==> src/rtl/matrix_write_scheduler_pkg.sv <==
// Shared definitions for the matrix write scheduler: FSM states and the
// (i, j) index-advance rule used by the index walker.
package matrix_write_scheduler_pkg;

  typedef enum logic [2:0] {
    ST_IDLE,
    ST_FETCH,
    ST_CAPTURE,
    ST_PUSH,
    ST_DONE
  } state_t;

  // Wide enough for any practical matrix dimension; callers truncate to IDX_W.
  localparam int STEP_W = 16;

  typedef struct packed {
    logic [STEP_W-1:0] next_i;
    logic [STEP_W-1:0] next_j;
    logic              last;
  } index_step_t;

  // Next (i, j) in the chosen traversal order. Both counters wrap explicitly
  // at n-1 so non-power-of-two dimensions walk correctly. 'last' flags the
  // final element (n-1, n-1) of the matrix.
  function automatic index_step_t advance_index(input int unsigned i,
                                                input int unsigned j,
                                                input logic        col_major,
                                                input int unsigned n);
    index_step_t step;
    int unsigned ni;
    int unsigned nj;
    logic        i_end;
    logic        j_end;
    i_end = (i == n - 1);
    j_end = (j == n - 1);
    ni    = i;
    nj    = j;
    if (col_major) begin
      ni = i_end ? 0 : i + 1;
      if (i_end) nj = j_end ? 0 : j + 1;
    end else begin
      nj = j_end ? 0 : j + 1;
      if (j_end) ni = i_end ? 0 : i + 1;
    end
    step.next_i = STEP_W'(ni);
    step.next_j = STEP_W'(nj);
    step.last   = i_end && j_end;
    return step;
  endfunction

endpackage

==> src/rtl/matrix_index_walker.sv <==
// Holds the (i, j) element counters for one matrix drain. 'clear' restarts
// the walk at (0, 0); 'advance' steps to the next element in the latched
// traversal order. 'last' is high while the counters sit on (N-1, N-1).
module matrix_index_walker #(
  parameter int N     = 8,
  parameter int IDX_W = $clog2(N)
) (
  input  logic             clk,
  input  logic             rst_n,
  input  logic             clear,
  input  logic             advance,
  input  logic             col_major,
  output logic [IDX_W-1:0] i,
  output logic [IDX_W-1:0] j,
  output logic             last
);
  import matrix_write_scheduler_pkg::*;

  index_step_t step;

  // Compute the successor of the current position and the last-element flag.
  always_comb begin
    step = advance_index(32'(i), 32'(j), col_major, N);
    last = step.last;
  end

  // Counter registers: clear has priority so a new drain always starts at (0, 0).
  always_ff @(posedge clk or negedge rst_n) begin
    if (!rst_n) begin
      i <= '0;
      j <= '0;
    end else if (clear) begin
      i <= '0;
      j <= '0;
    end else if (advance) begin
      i <= IDX_W'(step.next_i);
      j <= IDX_W'(step.next_j);
    end
  end

endmodule

==> src/rtl/matrix_write_scheduler.sv <==
// Drains an N x N result matrix from the result buffer to the file writer,
// one element per FETCH/CAPTURE/PUSH round, with a valid/ready handshake on
// the writer side and a one-cycle done pulse after the final element.
module matrix_write_scheduler #(
  parameter int N      = 8,
  parameter int DATA_W = 32,
  parameter int IDX_W  = $clog2(N)
) (
  input  logic              clk,
  input  logic              rst_n,
  input  logic              start,
  input  logic              col_major,
  output logic              busy,
  output logic              done,
  output logic              rd_en,
  output logic [IDX_W-1:0]  rd_row,
  output logic [IDX_W-1:0]  rd_col,
  input  logic [DATA_W-1:0] rd_data,
  output logic              wr_valid,
  output logic [DATA_W-1:0] wr_value,
  output logic [IDX_W-1:0]  wr_i,
  output logic [IDX_W-1:0]  wr_j,
  input  logic              wr_ready
);
  import matrix_write_scheduler_pkg::*;

  state_t           state;
  logic             col_major_q;
  logic [IDX_W-1:0] cur_i;
  logic [IDX_W-1:0] cur_j;
  logic             last;
  logic             walk_clear;
  logic             walk_advance;

  // The walker restarts on an accepted start and steps after each non-final
  // handshake, so it already holds the next address when FETCH is entered.
  assign walk_clear   = (state == ST_IDLE) && start;
  assign walk_advance = (state == ST_PUSH) && wr_ready && !last;

  // The read address is taken straight from the walker's counter registers.
  assign rd_row = cur_i;
  assign rd_col = cur_j;

  matrix_index_walker #(
    .N     (N),
    .IDX_W (IDX_W)
  ) u_walker (
    .clk       (clk),
    .rst_n     (rst_n),
    .clear     (walk_clear),
    .advance   (walk_advance),
    .col_major (col_major_q),
    .i         (cur_i),
    .j         (cur_j),
    .last      (last)
  );

  // Drain FSM; every control and data output is registered alongside the state.
  always_ff @(posedge clk or negedge rst_n) begin
    if (!rst_n) begin
      state       <= ST_IDLE;
      busy        <= 1'b0;
      done        <= 1'b0;
      rd_en       <= 1'b0;
      wr_valid    <= 1'b0;
      wr_value    <= '0;
      wr_i        <= '0;
      wr_j        <= '0;
      col_major_q <= 1'b0;
    end else begin
      case (state)
        ST_IDLE: begin
          if (start) begin
            state       <= ST_FETCH;
            busy        <= 1'b1;
            rd_en       <= 1'b1;
            col_major_q <= col_major;
          end
        end
        ST_FETCH: begin
          rd_en <= 1'b0;
          state <= ST_CAPTURE;
        end
        ST_CAPTURE: begin
          wr_value <= rd_data;
          wr_i     <= cur_i;
          wr_j     <= cur_j;
          wr_valid <= 1'b1;
          state    <= ST_PUSH;
        end
        ST_PUSH: begin
          if (wr_ready) begin
            wr_valid <= 1'b0;
            if (last) begin
              state <= ST_DONE;
              done  <= 1'b1;
            end else begin
              state <= ST_FETCH;
              rd_en <= 1'b1;
            end
          end
        end
        ST_DONE: begin
          done  <= 1'b0;
          busy  <= 1'b0;
          state <= ST_IDLE;
        end
        default: begin
          state <= ST_IDLE;
        end
      endcase
    end
  end

endmodule
==> config.mk <==
export PLATFORM = sky130hd
export DESIGN_NAME = matrix_write_scheduler
export DESIGN_NICKNAME = d
export VERILOG_FILES = /design/src/rtl/matrix_write_scheduler_pkg.sv /design/src/rtl/matrix_index_walker.sv /design/src/rtl/matrix_write_scheduler.sv
export SDC_FILE = /design/constraint.sdc
export NUM_CORES = 1
export LEC_CHECK = 0
export ABC_AREA = 1
export BUFFER_PORTS_ARGS = -buffer_cell sky130_fd_sc_hd__buf_2
export CORE_MARGIN = 2
export CORE_UTILIZATION = 54
export CTS_BUF_LIST = sky130_fd_sc_hd__clkbuf_8
export DETAILED_ROUTE_END_ITERATION = 16
export PLACE_DENSITY = 0.95
export SLEW_MARGIN = 20
export SYNTH_ARGS = -nofsm -noshare
export SYNTH_HDL_FRONTEND = slang
export SYNTH_SLANG_ARGS = --single-unit
==> constraint.sdc <==
create_clock -name clk -period 3.45 [get_ports clk]
set_clock_uncertainty 0.15 [all_clocks]
set_input_delay 0 -clock clk [delete_from_list [all_inputs] [get_ports clk]]
set_output_delay 0 -clock clk [all_outputs]
set_load 0.02 [all_outputs]
==> impl_metrics.ini <==
[sta]
whs_ns = 0.103
setup_ws_ns = 1.54
slew_headroom_pct = 39.2
tightest_slew_ns = 0.909
final-max-slew-violation-count = 0
period_needed_ns = 1.91
tns_ns = 0
setup-violations-final = 0
max_freq_mhz = 522
fin_crit_sh_pct = 55.5
hold_viol_final = 0
rsz0062_at_grt = no

[placed_design]
dp_hpwl_um = 3030
place_ws_ns = 1.53
portBuffers = 84
place_congestion = 0.822

[clock_tree]
cts_hold_buf = 36
post-cts-setup-buffers = 0
cts_tree = built
cts_buffer_depth = 2
clock-root-buffer = clkbuf_8
clkLatencyLatePin_ns = 0.30
htree_levels = 2
cts_sinks = 52
cts_buffers = 5
path_clk_slew_ns = 0.09
ctsResizeCount = 0

[drt]
viasPerCell = 4.95
wirelength_um = 4810
ant_nets = 0
vias = 1707
drc_errors = 0
drtIter0Drc = 118
wire_per_inst_um = 13.9
dr.pass1.iters = 4

[logic_synthesis]
synthMuxAreaShare_pct = 20.2
synth_top_family_by_area = multiplexers
syn_area_mm2 = 0.00218
ys_seq_area_share_pct = 59.8
synth-seq-cells = 52
avgSynthCellArea_um2 = 12.6
synth_cells = 173
synth-xor-area-share_pct = 0
synth_compound_area_share_pct = 1.78
synth-adder-area-share_pct = 2.30
synthSimpleGateAreaFrac_pct = 10.8
syn-num-nets = 214
yosysWarnings = 0
yosysUniqueCellTypes = 19

[finish]
post-route-util_pct = 77.3
n_antenna_cell = 0
drive_gt1_share_pct = 44.7
area_growth_pct = 40.0
final_nets = 336

[global_route]
antenna_found_initial = 0
grt_max_degree = 53
grt_pass1_wl_um = 7350
grt_pass1_vias = 1616
overflow = 0
grt_usage_pct = 22.4

[power_and_ir_drop]
power.density_mw_per_mm2 = 898
peakVddDrop_v = 0.000507
p_leak_nw = 1.61
total_power_mw = 2.74

[setup_path]
cp_top_family = simple AND/OR/NAND/NOR gates
cp.required_ns = 3.48
path_cells = nor2_4 > nand2_2 > mux2_2
start_kind = flop
critPathCaptureType = flop
critPathMaxFanout = 40
critPathKind = reg -> reg
cp_num_buf_inv = 0
cp_slowest_cell = nand2_2
r2r_cells = 3
crit_arrival_ns = 1.95
crit_cells = 3
critPathMaxStageDelay_ns = 0.52

[run]
drv_cap = 0

[floorplan]
die_h_um = 67.5
fp.dieW_um = 67.5
fp-row-count = 23
die_area_mm2 = 0.00456
start_util_pct = 55.2
pin_count = 85
core-area_mm2 = 0.00394

[status]
status = finished clean

[min_path]
holdCritPathClass = in -> async
==> stage by stage <==
stage,instance area (um^2),std cells
floorplan,2180,173
global placement,2610,302
detailed placement,2610,302
CTS,3050,345
global route,3050,345
finish,3050,345
==> cells in the mapped netlist <==
cell type | n | share of area [%]
dfrtp_1 | 52 | 60
mux2_2 | 35 | 18
nand2_1 | 26 | 4.5
inv_1 | 16 | 2.8
nand3_1 | 14 | 3.2
buf_6 | 4 | 2.1
ha_1 | 4 | 2.3
nor2_1 | 4 | 0.69
o21ai_0 | 4 | 0.92
mux2_4 | 3 | 2.1
nand2_2 | 2 | 0.57
nor3_1 | 2 | 0.46
a21boi_0 | 1 | 0.34
a21oi_1 | 1 | 0.23
a31oi_1 | 1 | 0.29
buf_4 | 1 | 0.34
nand2_4 | 1 | 0.52
nand3b_1 | 1 | 0.34
nor2_4 | 1 | 0.52
==> report_power, final <==
| part | leakage, nW | switching, mW | internal [mW] | total [mW] |
|---|---|---|---|---|
| Clock | 0.0452 | 0.182 | 0.135 | 0.317 |
| Combinational | 0.943 | 0.763 | 0.584 | 1.35 |
| Sequential | 0.617 | 0.177 | 0.897 | 1.07 |
==> path summary, 6_finish.rpt <==
check                                startpoint                  endpoint  slack [ns]
max in group asynchronous                 rst_n  wr_value[30]$_DFFE_PN0P_        2.62
setup reg to reg           state[0]$_DFFE_PN0P_  wr_value[26]$_DFFE_PN0P_        1.54
setup / recovery           state[0]$_DFFE_PN0P_  wr_value[26]$_DFFE_PN0P_        1.54
hold reg to reg               rd_en$_DFFE_PN0P_         rd_en$_DFFE_PN0P_        0.34
min in group clk                    rd_data[30]  wr_value[30]$_DFFE_PN0P_        0.31
hold / removal                            rst_n   wr_value[2]$_DFFE_PN0P_        0.10
==> flip-flops by register name, indices dropped and copies added, names as in the netlist <==
name	count
u_walker.j	3
wr_j	3
wr_valid	1
wr_i	3
wr_value	32
u_walker.i	3
rd_en	1
busy	1
done	1
state	3
col_major_q	1
==> routing by layer <==
layer  GRT usage, %  vias up  share of wire, %
li1               -      818                 -
met1           25.3      816                37
met2           39.5       62                54
met3           7.17       11               7.2
met4           8.16        0               1.8
met5              0        -                 0
==> area by class of cell <==
class | count | area [um^2]
Clock buffer | 5 | 68.8
Clock inverter | 2 | 8.76
Fill cell | 246 | 895
Inverter | 16 | 60.1
Multi-Input combinational cell | 100 | 763
Sequential cell | 52 | 1300
Tap cell | 50 | 62.6
Timing Repair Buffer | 120 | 783
==> logic make-up after synthesis <==
logic type	count (synthesis)
simple gates	51
fa+ha+maj	4
compound gates	7
buf+inv	21
flops	52
mux	38
==> layout by cell type, fill, tap and decap left out, types with 2 or more instances in the layout <==
master         Yosys  routed
buf_2              0      83
clkbuf_8           0       5
dfrtp_1           52      52
dlygate4sd3_1      0      36
ha_1               4       4
inv_1             16      17
mux2_2            35      35
mux2_4             3       3
nand2_1           26      26
nand2_2            2       2
nand3_1           14      14
nor2_1             4       4
nor3_1             2       2
o21ai_0            4       4
(Power assumes the default switching activity.)
